[src/rtl/fifo_rd_streamer_pkg.sv]
// Shared constants for the FIFO read-side streamer: default widths, packet length
// and the read latency of the upstream asynchronous_fifo.
package fifo_rd_streamer_pkg;

   localparam int unsigned DATA_WIDTH_DEF  = 8;
   localparam int unsigned SKID_DEPTH_DEF  = 3;
   localparam int unsigned PKT_LEN_DEF     = 4;
   localparam int unsigned CNT_WIDTH_DEF   = 16;
   // Cycles from a posedge with r_en=1 until data_out holds the popped word.
   localparam int unsigned FIFO_RD_LATENCY = 1;

   // Minimum-one-bit index width for a counter/pointer covering n values.
   function automatic int unsigned idx_width(input int unsigned n);
      return (n > 1) ? $clog2(n) : 1;
   endfunction

endpackage

[src/rtl/fifo_rd_streamer_if.sv]
// FIFO read port plus valid/ready output stream of fifo_rd_streamer.
// master = the streamer, slave = FIFO/consumer side.
interface fifo_rd_streamer_if
   import fifo_rd_streamer_pkg::*;
#(
   parameter int unsigned DATA_WIDTH = DATA_WIDTH_DEF,
   parameter int unsigned CNT_WIDTH  = CNT_WIDTH_DEF
);
   logic                  fifo_empty;
   logic [DATA_WIDTH-1:0] fifo_data;
   logic                  fifo_r_en;
   logic [DATA_WIDTH-1:0] m_data;
   logic                  m_valid;
   logic                  m_ready;
   logic                  m_last;
   logic [CNT_WIDTH-1:0]  word_cnt;
   logic                  busy;

   modport master (
      input  fifo_empty, fifo_data, m_ready,
      output fifo_r_en, m_data, m_valid, m_last, word_cnt, busy
   );

   modport slave (
      output fifo_empty, fifo_data, m_ready,
      input  fifo_r_en, m_data, m_valid, m_last, word_cnt, busy
   );
endinterface

[src/rtl/fifo_rd_streamer_skid_buffer.sv]
// Circular DEPTH-entry store with push/pop and occupancy; head entry is always
// visible on head_data.
module fifo_rd_streamer_skid_buffer
   import fifo_rd_streamer_pkg::*;
#(
   parameter  int unsigned DATA_WIDTH = DATA_WIDTH_DEF,
   parameter  int unsigned DEPTH      = SKID_DEPTH_DEF,
   localparam int unsigned PTR_W      = idx_width(DEPTH),
   localparam int unsigned OCC_W      = $clog2(DEPTH + 1)
) (
   input  logic                  clk,
   input  logic                  rst,
   input  logic                  push,
   input  logic [DATA_WIDTH-1:0] push_data,
   input  logic                  pop,
   output logic [DATA_WIDTH-1:0] head_data,
   output logic [OCC_W-1:0]      occ
);

   logic [DATA_WIDTH-1:0] mem [DEPTH];
   logic [PTR_W-1:0]      head;
   logic [PTR_W-1:0]      tail;

   function automatic logic [PTR_W-1:0] ptr_inc(input logic [PTR_W-1:0] p);
      return (p == PTR_W'(DEPTH - 1)) ? '0 : p + 1'b1;
   endfunction

   // Storage is cleared on reset so the head word reads zero while empty.
   always_ff @(posedge clk or posedge rst) begin
      if (rst) begin
         head <= '0;
         tail <= '0;
         occ  <= '0;
         for (int unsigned i = 0; i < DEPTH; i++) begin
            mem[i] <= '0;
         end
      end else begin
         if (push) begin
            mem[tail] <= push_data;
            tail      <= ptr_inc(tail);
         end
         if (pop) begin
            head <= ptr_inc(head);
         end
         case ({push, pop})
            2'b10:   occ <= occ + 1'b1;
            2'b01:   occ <= occ - 1'b1;
            default: occ <= occ;
         endcase
      end
   end

   assign head_data = mem[head];

endmodule

[src/rtl/fifo_rd_streamer.sv]
// Read-domain streamer: pops asynchronous_fifo words into a skid buffer and
// presents them as a framed valid/ready stream with a running word count.
module fifo_rd_streamer
   import fifo_rd_streamer_pkg::*;
#(
   parameter int unsigned DATA_WIDTH = DATA_WIDTH_DEF,
   parameter int unsigned SKID_DEPTH = SKID_DEPTH_DEF,
   parameter int unsigned PKT_LEN    = PKT_LEN_DEF,
   parameter int unsigned CNT_WIDTH  = CNT_WIDTH_DEF
) (
   input logic                rclk,
   input logic                rrst,
   fifo_rd_streamer_if.master bus
);

   localparam int unsigned OCC_W  = $clog2(SKID_DEPTH + 1);
   localparam int unsigned FILL_W = OCC_W + 1;
   localparam int unsigned BEAT_W = idx_width(PKT_LEN);

   logic                  inflight;
   logic [OCC_W-1:0]      occ;
   logic [FILL_W-1:0]     fill;
   logic                  fifo_r_en_c;
   logic                  has_data_c;
   logic                  pop_c;
   logic [DATA_WIDTH-1:0] head_data;
   logic [BEAT_W-1:0]     beat;
   logic [CNT_WIDTH-1:0]  word_cnt_q;

   // Reserve a slot for every word already read, so the buffer can never overflow.
   assign fill        = FILL_W'(occ) + FILL_W'(inflight);
   assign fifo_r_en_c = !bus.fifo_empty && (fill < FILL_W'(SKID_DEPTH));
   assign has_data_c  = (occ != '0);
   assign pop_c       = has_data_c && bus.m_ready;

   // FIFO data_out is valid one cycle after the read, so a single flag tracks it.
   always_ff @(posedge rclk or posedge rrst) begin
      if (rrst) begin
         inflight <= 1'b0;
      end else begin
         inflight <= fifo_r_en_c;
      end
   end

   fifo_rd_streamer_skid_buffer #(
      .DATA_WIDTH (DATA_WIDTH),
      .DEPTH      (SKID_DEPTH)
   ) u_skid (
      .clk       (rclk),
      .rst       (rrst),
      .push      (inflight),
      .push_data (bus.fifo_data),
      .pop       (pop_c),
      .head_data (head_data),
      .occ       (occ)
   );

   // Packet position and accepted-word count both advance on consumer accept.
   always_ff @(posedge rclk or posedge rrst) begin
      if (rrst) begin
         beat       <= '0;
         word_cnt_q <= '0;
      end else if (pop_c) begin
         beat       <= (beat == BEAT_W'(PKT_LEN - 1)) ? '0 : beat + 1'b1;
         word_cnt_q <= word_cnt_q + 1'b1;
      end
   end

   assign bus.fifo_r_en = fifo_r_en_c;
   assign bus.m_valid   = has_data_c;
   assign bus.m_data    = head_data;
   assign bus.m_last    = has_data_c && (beat == BEAT_W'(PKT_LEN - 1));
   assign bus.word_cnt  = word_cnt_q;
   assign bus.busy      = has_data_c || inflight;

endmodule

[src/flat_wrapper.sv]
// flat-port wrapper written by rule: the top's interface ports become plain ports
module fifo_rd_streamer_flat import fifo_rd_streamer_pkg::*;
#(
   parameter int unsigned DATA_WIDTH = DATA_WIDTH_DEF,
   parameter int unsigned SKID_DEPTH = SKID_DEPTH_DEF,
   parameter int unsigned PKT_LEN    = PKT_LEN_DEF,
   parameter int unsigned CNT_WIDTH  = CNT_WIDTH_DEF
)
  (rclk, rrst, bus_fifo_empty, bus_fifo_data, bus_m_ready, bus_fifo_r_en, bus_m_data, bus_m_valid, bus_m_last, bus_word_cnt, bus_busy);
  fifo_rd_streamer_if #(.DATA_WIDTH(DATA_WIDTH), .CNT_WIDTH(CNT_WIDTH)) bus_i ();
  input logic rclk;
  input logic rrst;
  input wire logic [$bits(bus_i.fifo_empty)-1:0] bus_fifo_empty;
  input wire logic [$bits(bus_i.fifo_data)-1:0] bus_fifo_data;
  input wire logic [$bits(bus_i.m_ready)-1:0] bus_m_ready;
  output wire logic [$bits(bus_i.fifo_r_en)-1:0] bus_fifo_r_en;
  output wire logic [$bits(bus_i.m_data)-1:0] bus_m_data;
  output wire logic [$bits(bus_i.m_valid)-1:0] bus_m_valid;
  output wire logic [$bits(bus_i.m_last)-1:0] bus_m_last;
  output wire logic [$bits(bus_i.word_cnt)-1:0] bus_word_cnt;
  output wire logic [$bits(bus_i.busy)-1:0] bus_busy;
  assign bus_i.fifo_empty = bus_fifo_empty;
  assign bus_i.fifo_data = bus_fifo_data;
  assign bus_i.m_ready = bus_m_ready;
  assign bus_fifo_r_en = bus_i.fifo_r_en;
  assign bus_m_data = bus_i.m_data;
  assign bus_m_valid = bus_i.m_valid;
  assign bus_m_last = bus_i.m_last;
  assign bus_word_cnt = bus_i.word_cnt;
  assign bus_busy = bus_i.busy;
  fifo_rd_streamer #(.DATA_WIDTH(DATA_WIDTH), .SKID_DEPTH(SKID_DEPTH), .PKT_LEN(PKT_LEN), .CNT_WIDTH(CNT_WIDTH)) u_core (.rclk(rclk), .rrst(rrst), .bus(bus_i));
endmodule
[config.mk]
export PLATFORM = sky130hd
export DESIGN_NAME = fifo_rd_streamer_flat
export DESIGN_NICKNAME = d
export VERILOG_FILES = /design/src/rtl/fifo_rd_streamer_pkg.sv /design/src/rtl/fifo_rd_streamer_if.sv /design/src/rtl/fifo_rd_streamer_skid_buffer.sv /design/src/rtl/fifo_rd_streamer.sv /design/src/flat_wrapper.sv
export SDC_FILE = /design/constraint.sdc
export NUM_CORES = 1
export LEC_CHECK = 0
export BUFFER_PORTS_ARGS = -buffer_cell sky130_fd_sc_hd__buf_2
export CORE_UTILIZATION = 55
export CTS_CLUSTER_SIZE = 28
export DETAILED_ROUTE_END_ITERATION = 16
export GPL_TIMING_DRIVEN = 1
export PLACE_DENSITY = 0.87
export REMOVE_ABC_BUFFERS = 1
export SETUP_SLACK_MARGIN = 0.02
export SYNTH_ARGS = -nofsm -noshare
export SYNTH_HDL_FRONTEND = slang
export SYNTH_SLANG_ARGS = --single-unit
[constraint.sdc]
create_clock -name rclk -period 2.4 [get_ports rclk]
set_clock_uncertainty 0.1 [all_clocks]
set_input_delay 0.36 -clock rclk [delete_from_list [all_inputs] [get_ports rclk]]
set_output_delay 0.36 -clock rclk [all_outputs]
set_load 0.05 [all_outputs]
==> load_flow_metrics.sql, run 1 <==
INSERT INTO impl_metrics (metric_group, metric, value, unit) VALUES
('clocking', 'ctsRootBufferMaster', 'sky130_fd_sc_hd__clkbuf_8', ''),
('clocking', 'numCtsBuffers', '5', ''),
('synthesis', 'ys_async_sr_fraction', '100', '%'),
('finish', 'layout-drive-gt1-share', '38.4', '%'),
('clocking', 'clk_pin_slew_worst_paths', '90', 'ps'),
('timing', 'min_period_over_period', '91.8', '%'),
('power_and_ir_drop', 'power.leakage', '1.29', 'nW'),
('clocking', 'cts-hold-fix-buffers', '0', ''),
('finish', 'seqCellArea', '1230', 'um^2'),
('finish', 'antenna-diode-count', '0', ''),
('floorplanning', 'floorplan.core_area', '3770', 'um^2'),
('setup_path', 'r2r_start', 'u_core.u_skid.occ[0]$_DFFE_PP0P_', ''),
('setup_path', 'timing.critical_path.arrival', '1740', 'ps'),
('floorplanning', 'die_y', '65.9', 'um'),
('global_routing', 'gr-total-overflow', '0', ''),
('global_routing', 'grt_pass1_vias', '1413', ''),
('synthesis', 'synth.area.top_cells', 'sky130_fd_sc_hd__dfrtp_1, sky130_fd_sc_hd__mux2_2, sky130_fd_sc_hd__xnor2_1, sky130_fd_sc_hd__mux2_4, sky130_fd_sc_hd__nand2_1', ''),
('finish', 'layout.nets', '240', ''),
('clocking', 'cts_htree_levels', '2', ''),
('synthesis', 'ys_seq_elements', '49', ''),
('floorplanning', 'initial_core_util', '59.5', '%'),
('routing', 'route.final.wire_length', '3870', 'um'),
('synthesis', 'synth_edf_count', '0', ''),
('clocking', 'cts.repair_timing.setup_buffer_count', '0', ''),
('timing', 'rsz0062_at_grt', 'false', ''),
('floorplanning', 'die_width', '65.9', 'um'),
('clocking', 'clock_latency', '300', 'ps'),
('clocking', 'clock-sinks', '49', ''),
('hold_path', 'min_path_type', 'in2async', ''),
('synthesis', 'yosys_warning_total', '0', ''),
('timing', 'finalHoldViolations', '0', ''),
('place', 'numPortBuffers', '39', ''),
('global_routing', 'grt_first_pass_wirelength', '6640', 'um'),
('synthesis', 'seq_area_frac_synth', '54.7', '%'),
('power_and_ir_drop', 'power.density_cell_area', '1550', 'nW/um^2'),
('routing', 'routed_via_density', '5.36', ''),
('setup_path', 'worst_setup_ep', 'bus_fifo_r_en', ''),
('synthesis', 'synth_compound_area_share', '4.02', '%'),
('timing', 'tightest_slew', '582', 'ps'),
('setup_path', 'cp_max_fo', '6', ''),
('global_routing', 'grt_antenna_before_repair', '0', ''),
('floorplanning', 'ios', '40', ''),
('synthesis', 'synth-simple-area-share', '12.3', '%'),
('timing', 'fin_tns_setup', '0', 'ps'),
('floorplanning', 'std_cell_rows', '22', ''),
('timing', 'setup-violations-final', '0', ''),
('timing', 'final.setup.worst_slack', '197', 'ps'),
('routing', 'antenna_left', '0', ''),
('synthesis', 'synthXorXnorAreaFrac', '7.03', '%'),
('global_routing', 'grt_start_max_net_pins', '50', ''),
('setup_path', 'cp_endpoint_kind', 'output port', ''),
('routing', 'post_drt_wl_per_cell', '14.2', 'um'),
('run', 'timing.max_cap.violations', '0', ''),
('routing', 'drc', '0', ''),
('routing', 'drt-initial-drc-count', '63', ''),
('synthesis', 'post_synth_instance_area', '2240', 'um^2'),
('clocking', 'post_cts_resize_count', '0', ''),
('setup_path', 'setup.worst_path.start', 'u_core.u_skid.occ[0]$_DFFE_PP0P_', ''),
('finish', 'areaGrowthSynthToFinish', '17.2', '%'),
('place', 'pre_cts_ws', '409', 'ps'),
('clocking', 'tritoncts', 'yes', ''),
('power_and_ir_drop', 'ir_worst_vdd', '827', 'uV'),
('place', 'gp_congestion', '0.727', ''),
('setup_path', 'worst_r2r_path_depth', '6', ''),
('synthesis', 'syn_inst', '176', ''),
('synthesis', 'synth_fa_ha_area_share', '2.79', '%'),
('global_routing', 'grt_usage', '21.2', '%'),
('setup_path', 'critPathLaunchType', 'register', ''),
('timing', 'finalMaxSlewViolations', '0', ''),
('synthesis', 'ys.flop_type', 'sky130_fd_sc_hd__dfrtp_1', ''),
('run_status', 'run_status', 'completed', '');
[cells in the final DEF (no fill, tap or decap)]
| cell type | instances |
|---|---|
| sky130_fd_sc_hd__inv_2 | 3 |
| sky130_fd_sc_hd__nor3_1 | 2 |
| sky130_fd_sc_hd__xnor2_1 | 14 |
| sky130_fd_sc_hd__a211oi_2 | 1 |
| sky130_fd_sc_hd__and2_1 | 1 |
| sky130_fd_sc_hd__o22ai_1 | 1 |
| sky130_fd_sc_hd__nor2_1 | 4 |
| sky130_fd_sc_hd__and4_1 | 1 |
| sky130_fd_sc_hd__o21ai_2 | 1 |
| sky130_fd_sc_hd__nand4_2 | 1 |
| sky130_fd_sc_hd__ha_1 | 5 |
| sky130_fd_sc_hd__mux2_4 | 8 |
| sky130_fd_sc_hd__nand2_1 | 22 |
| sky130_fd_sc_hd__clkbuf_8 | 6 |
| sky130_fd_sc_hd__o21ai_0 | 9 |
| sky130_fd_sc_hd__buf_4 | 6 |
| sky130_fd_sc_hd__nor4_4 | 2 |
| sky130_fd_sc_hd__or3_1 | 2 |
| sky130_fd_sc_hd__buf_2 | 38 |
| sky130_fd_sc_hd__inv_1 | 2 |
| sky130_fd_sc_hd__clkbuf_1 | 1 |
| sky130_fd_sc_hd__bufinv_16 | 1 |
| sky130_fd_sc_hd__nand4_1 | 2 |
| sky130_fd_sc_hd__or2_2 | 2 |
| sky130_fd_sc_hd__mux2i_1 | 8 |
| sky130_fd_sc_hd__nor3_4 | 1 |
| sky130_fd_sc_hd__nor2b_1 | 1 |
| sky130_fd_sc_hd__dfrtp_1 | 49 |
| sky130_fd_sc_hd__and3_1 | 2 |
| sky130_fd_sc_hd__a21o_1 | 3 |
| sky130_fd_sc_hd__mux2_2 | 16 |
| sky130_fd_sc_hd__xor2_1 | 4 |
| sky130_fd_sc_hd__nand3_1 | 5 |
[cell families after synthesis]
group                    count (synthesis)
multiplexers                            32
XOR/XNOR                                18
AO/OA/AOI/OAI                           15
buffers and inverters                    9
adder cells (fa/ha/maj)                  5
flip-flops                              49
AND/OR/NAND/NOR                         48
[stage by stage]
stage	hold slack, ps	instances	area [um^2]	utilization [%]	total power [mW]
after floorplan	350	172	2210	-	3.00
after CTS	111	272	2620	69.5	4.09
final	93.6	272	2630	69.7	4.08
after detailed placement	363	264	2500	66.4	3.48
after global routing	108	272	2630	69.7	4.32
after global placement	357	264	2500	66.4	3.42
[cell type report]
| cell class | count | share of cell area [%] |
|---|---|---|
| flip-flops and latches | 49 | 46.7 |
| multi-input cells | 118 | 37.0 |
| repair buffers | 44 | 8.95 |
| clock buffers | 7 | 3.29 |
| well taps | 48 | 2.29 |
| clock inverters | 1 | 1.14 |
| inverters | 5 | 0.714 |
[power breakdown]
part	internal (mW)	switching (mW)
clock	0.340	0.265
combinational	0.741	1.30
sequential	1.17	0.268
total	2.25	1.84
[worst max-delay path, cell delays in order, from the launching register on]
cell and delay (ps):
sky130_fd_sc_hd__dfrtp_1 460, sky130_fd_sc_hd__ha_1 230, sky130_fd_sc_hd__ha_1 280, sky130_fd_sc_hd__a211oi_2 240, sky130_fd_sc_hd__buf_4 230
[per-layer routing]
| layer | part of all wire [%] | vias up | global-route usage, % |
|---|---|---|---|
| met5 | 0 | - | 0 |
| li1 | - | 702 | - |
| met3 | 3.4 | 9 | 4.14 |
| met2 | 51 | 25 | 33.7 |
| met1 | 44 | 721 | 27.1 |
| met4 | 2.2 | 0 | 12.0 |
[flip-flops by register name, summed over array words and instances, names as in the netlist]
register,flops
u_core.beat,2
u_core.bus.word_cnt,16
u_core.inflight,1
u_core.u_skid.head,2
u_core.u_skid.mem,24
u_core.u_skid.occ,2
u_core.u_skid.tail,2
[worst min path at each step]
| stage | startpoint | end | slack, ps | depth (start not counted) |
|---|---|---|---|---|
| after floorplan | u_core.beat[1]$_DFFE_PP0P_ | u_core.beat[1]$_DFFE_PP0P_ | 350 | 2 |
| after global placement | u_core.bus.word_cnt[15]$_DFFE_PP0P_ | u_core.bus.word_cnt[15]$_DFFE_PP0P_ | 360 | 1 |
| after detailed placement | u_core.bus.word_cnt[15]$_DFFE_PP0P_ | u_core.bus.word_cnt[15]$_DFFE_PP0P_ | 360 | 1 |
| after CTS | rrst | u_core.u_skid.mem[15]$_DFFE_PP0P_ | 110 | 3 |
| after global routing | bus_fifo_empty | u_core.inflight$_DFF_PP0_ | 110 | 2 |
| final | rrst | u_core.u_skid.mem[0]$_DFFE_PP0P_ | 90 | 3 |
(Power assumes the default switching activity.)
==> inputs of run 2 (changes only) <==
--- a/config.mk
+++ b/config.mk
@@ -5,12 +5,13 @@
 export SDC_FILE = /design/constraint.sdc
 export NUM_CORES = 1
 export LEC_CHECK = 0
+export ABC_AREA = 1
 export BUFFER_PORTS_ARGS = -buffer_cell sky130_fd_sc_hd__buf_2
 export CORE_UTILIZATION = 55
 export CTS_CLUSTER_SIZE = 28
 export DETAILED_ROUTE_END_ITERATION = 16
 export GPL_TIMING_DRIVEN = 1
-export PLACE_DENSITY = 0.87
+export PLACE_DENSITY = 0.86
 export REMOVE_ABC_BUFFERS = 1
 export SETUP_SLACK_MARGIN = 0.02
 export SYNTH_ARGS = -nofsm -noshare
==> constraint.sdc (replaced) <==
create_clock -name rclk -period 2.4 [get_ports rclk]
set_clock_uncertainty 0.1 [all_clocks]
set_input_delay 0.48 -clock rclk [delete_from_list [all_inputs] [get_ports rclk]]
set_output_delay 0.48 -clock rclk [all_outputs]
set_load 0.05 [all_outputs]
==> load_flow_metrics.sql, run 2 <==
INSERT INTO impl_metrics (metric_group, metric, value, unit) VALUES
('setup_path', 'cp_max_fo', '4', ''),
('setup_path', 'worst_r2r_path_depth', '7', ''),
('synthesis', 'yosys_warning_total', '0', ''),
('synthesis', 'commonest_cells_post_synth', 'sky130_fd_sc_hd__nand2_1, sky130_fd_sc_hd__dfrtp_1, sky130_fd_sc_hd__inv_1, sky130_fd_sc_hd__o21ai_0, sky130_fd_sc_hd__nand3_1', ''),
('routing', 'drt-initial-drc-count', '128', ''),
('timing', 'fin_tns_setup', '0', 'ps'),
('floorplanning', 'initial_core_util', '58.0', '%'),
('floorplanning', 'die_width', '67.4', 'um'),
('routing', 'route.final.wire_length', '4740', 'um'),
('finish', 'utilization', '67.9', '%'),
('setup_path', 'worst_case_register_to_register_setup_slack', '690', 'ps'),
('setup_path', 'r2r_start', 'u_core.u_skid.occ[0]$_DFFE_PP0P_', ''),
('finish', 'finish.instance_area', '2750', 'um^2'),
('timing', 'final.setup.worst_slack', '82.7', 'ps'),
('finish', 'layout.nets', '337', ''),
('routing', 'antenna_left', '0', ''),
('routing', 'post_drt_wl_per_cell', '12.8', 'um'),
('routing', 'drc', '0', ''),
('synthesis', 'cell_type_with_the_largest_total_area_after_synthesis', 'sky130_fd_sc_hd__dfrtp_1', ''),
('timing', 'rel_slew_slack', '60.2', '%'),
('clocking', 'clk_pin_slew_worst_paths', '90', 'ps'),
('clocking', 'clock_latency', '300', 'ps'),
('timing', 'rsz0062_at_grt', 'false', ''),
('timing', 'min_period_over_period', '96.6', '%'),
('synthesis', 'synth_most_common_cell', 'sky130_fd_sc_hd__nand2_1', ''),
('hold_path', 'min_path_type', 'in2async', ''),
('place', 'placed_cell_area', '2620', 'um^2'),
('timing', 'finalMaxSlewViolations', '0', ''),
('timing', 'finalHoldViolations', '0', ''),
('floorplanning', 'die_y', '67.4', 'um'),
('clocking', 'bufs_on_longest_clock_path', '2', ''),
('power_and_ir_drop', 'p_total', '3.96', 'mW'),
('setup_path', 'critical_path.n_buffers_inverters', '2', ''),
('clocking', 'ctsRootBufferMaster', 'sky130_fd_sc_hd__clkbuf_8', ''),
('setup_path', 'timing_worst_setup_path_type', 'reg2out', ''),
('synthesis', 'post_synth_instance_area', '2350', 'um^2'),
('place', 'gp_congestion', '0.846', ''),
('setup_path', 'critical_path_required', '1820', 'ps'),
('place', 'pre_cts_ws', '256', 'ps'),
('setup_path', 'crit_path_max_incr_delay', '430', 'ps'),
('synthesis', 'ys_seq_elements', '49', ''),
('setup_path', 'critPathMostFrequentCell', 'sky130_fd_sc_hd__ha_1', ''),
('synthesis', 'syn_inst', '273', ''),
('synthesis', 'synth_cell_types', '25', ''),
('power_and_ir_drop', 'ir_worst_vdd', '701', 'uV'),
('finish', 'max_flop_register', 'u_core.u_skid.mem', ''),
('global_routing', 'grt_first_pass_wirelength', '7800', 'um'),
('setup_path', 'cp_num_cells', '5', ''),
('power_and_ir_drop', 'power.leakage', '1.48', 'nW'),
('setup_path', 'critPathTopFamily', 'adder cells', ''),
('clocking', 'tritoncts', 'yes', ''),
('synthesis', 'seq_area_frac_synth', '52.1', '%'),
('setup_path', 'critical_path.slowest_cell', 'sky130_fd_sc_hd__dfrtp_2', ''),
('finish', 'layout-drive-gt1-share', '21.8', '%'),
('place', 'numPlacedInstances', '362', ''),
('clocking', 'clock-sinks', '49', ''),
('finish', 'finish.cell_count_without_fillers', '371', ''),
('place', 'place_hpwl', '3240', 'um'),
('setup_path', 'cp_endpoint_kind', 'output port', ''),
('global_routing', 'gr-total-overflow', '0', ''),
('power_and_ir_drop', 'power.density_cell_area', '1440', 'nW/um^2'),
('setup_path', 'critPathLaunchType', 'register', ''),
('timing', 'hold_slack', '229', 'ps'),
('timing', 'layout_min_cycle_time', '2320', 'ps'),
('setup_path', 'setup.worst_path.start', 'u_core.inflight$_DFF_PP0_', ''),
('synthesis', 'ys_async_sr_fraction', '100', '%'),
('setup_path', 'r2r-end', 'u_core.u_skid.occ[1]$_DFFE_PP0P_', ''),
('setup_path', 'timing.critical_path.arrival', '1740', 'ps'),
('setup_path', 'worstPathCellList', 'ha_1 -> ha_1 -> a211o_1 -> inv_1 -> buf_6', ''),
('floorplanning', 'ios', '40', ''),
('run_status', 'run_status', 'completed', ''),
('synthesis', 'top_cell_type_s_share_of_synthesized_area', '52.1', '%'),
('floorplanning', 'die_area', '4540', 'um^2'),
('global_routing', 'grt_pass1_vias', '1770', ''),
('global_routing', 'grt_start_max_net_pins', '50', ''),
('floorplanning', 'floorplan.core_area', '4060', 'um^2'),
('finish', 'areaGrowthSynthToFinish', '17.0', '%'),
('timing', 'max_clock_freq', '432', 'MHz'),
('timing', 'setup-violations-final', '0', ''),
('timing', 'tightest_slew', '598', 'ps'),
('routing', 'drtPass1Iterations', '4', ''),
('synthesis', 'synth_edf_count', '0', ''),
('synthesis', 'ys.flop_type', 'sky130_fd_sc_hd__dfrtp_1', ''),
('finish', 'most_common_library_cell_in_the_layout_ignoring_fill_and_taps', 'sky130_fd_sc_hd__nand2_1', ''),
('finish', 'most-common-layout-cells', 'sky130_fd_sc_hd__nand2_1, sky130_fd_sc_hd__dfrtp_1, sky130_fd_sc_hd__buf_2', ''),
('clocking', 'numCtsBuffers', '5', ''),
('clocking', 'cts_htree_levels', '2', ''),
('finish', 'largest_register_ffs', '24', ''),
('routing', 'route.vias.total', '1879', ''),
('clocking', 'cts-hold-fix-buffers', '0', ''),
('global_routing', 'grt_antenna_before_repair', '0', ''),
('floorplanning', 'std_cell_rows', '23', ''),
('run', 'timing.max_cap.violations', '0', ''),
('synthesis', 'synth.area.top_cells', 'sky130_fd_sc_hd__dfrtp_1, sky130_fd_sc_hd__nand2_1, sky130_fd_sc_hd__inv_1, sky130_fd_sc_hd__o21ai_0, sky130_fd_sc_hd__nand3_1', ''),
('synthesis', 'synthesis.area_per_instance', '8.62', 'um^2'),
('global_routing', 'grt_usage', '23.3', '%'),
('finish', 'antenna-diode-count', '0', ''),
('place', 'numPortBuffers', '39', ''),
('routing', 'routed_via_density', '5.06', '');
-- run 2: changes by cell type after synthesis, sizes merged, moves of 13 or more --
cell,previous run,this run
inv,5,35
mux2,24,0
nand2,22,92
nand3,5,18
nor2,4,19
o21ai,10,33
-- run 2: worst register-to-register path: cells and delay by family, from the launching register on --
family / cells / cell delay [ps]
compound gates: 2 / 220
flops: 1 / 390
buf+inv: 1 / 170
fa+ha+maj: 1 / 320
xor+xnor: 1 / 150
simple gates: 2 / 240
-- run 2: worst max path at each step --
stage,end
floorplan,bus_fifo_r_en
global placement,bus_fifo_r_en
detailed placement,bus_fifo_r_en
CTS,bus_fifo_r_en
finish,bus_fifo_r_en
global route,bus_fifo_r_en
-- run 2: cell type report --
class,instances,area [um^2]
fillers,329,1300
inverters,36,135
repair buffers,43,231
flip-flops and latches,49,1230
well taps,50,62.6
clock inverters,1,30.0
multi-input cells,185,981
clock buffers,7,86.3
-- run 2: layer usage --
layer | wire, um | global-route usage, %
met1 | 2150 | 30.9
met2 | 2390 | 38.0
met3 | 183 | 4.05
met4 | 15 | 9.04
met5 | 0 | 0
-- run 2: report_power, final --
group	internal, mW	total (mW)	switching, mW
logic	0.546	1.97	1.42
registers	1.15	1.38	0.229
clock network	0.340	0.608	0.268
-- run 2: cells by family after synthesis --
family / synth area share, %
buf+inv: 6.22
fa+ha+maj: 2.66
flops: 52.1
compound gates: 7.92
simple gates: 27.0
xor+xnor: 4.09
-- run 2: timing repair --
| action | CTS | global route |
|---|---|---|
| buffers inserted | 0 | 1 |
| setup endpoints to repair | 1 | 1 |
| gates resized for setup | 3 | 0 |
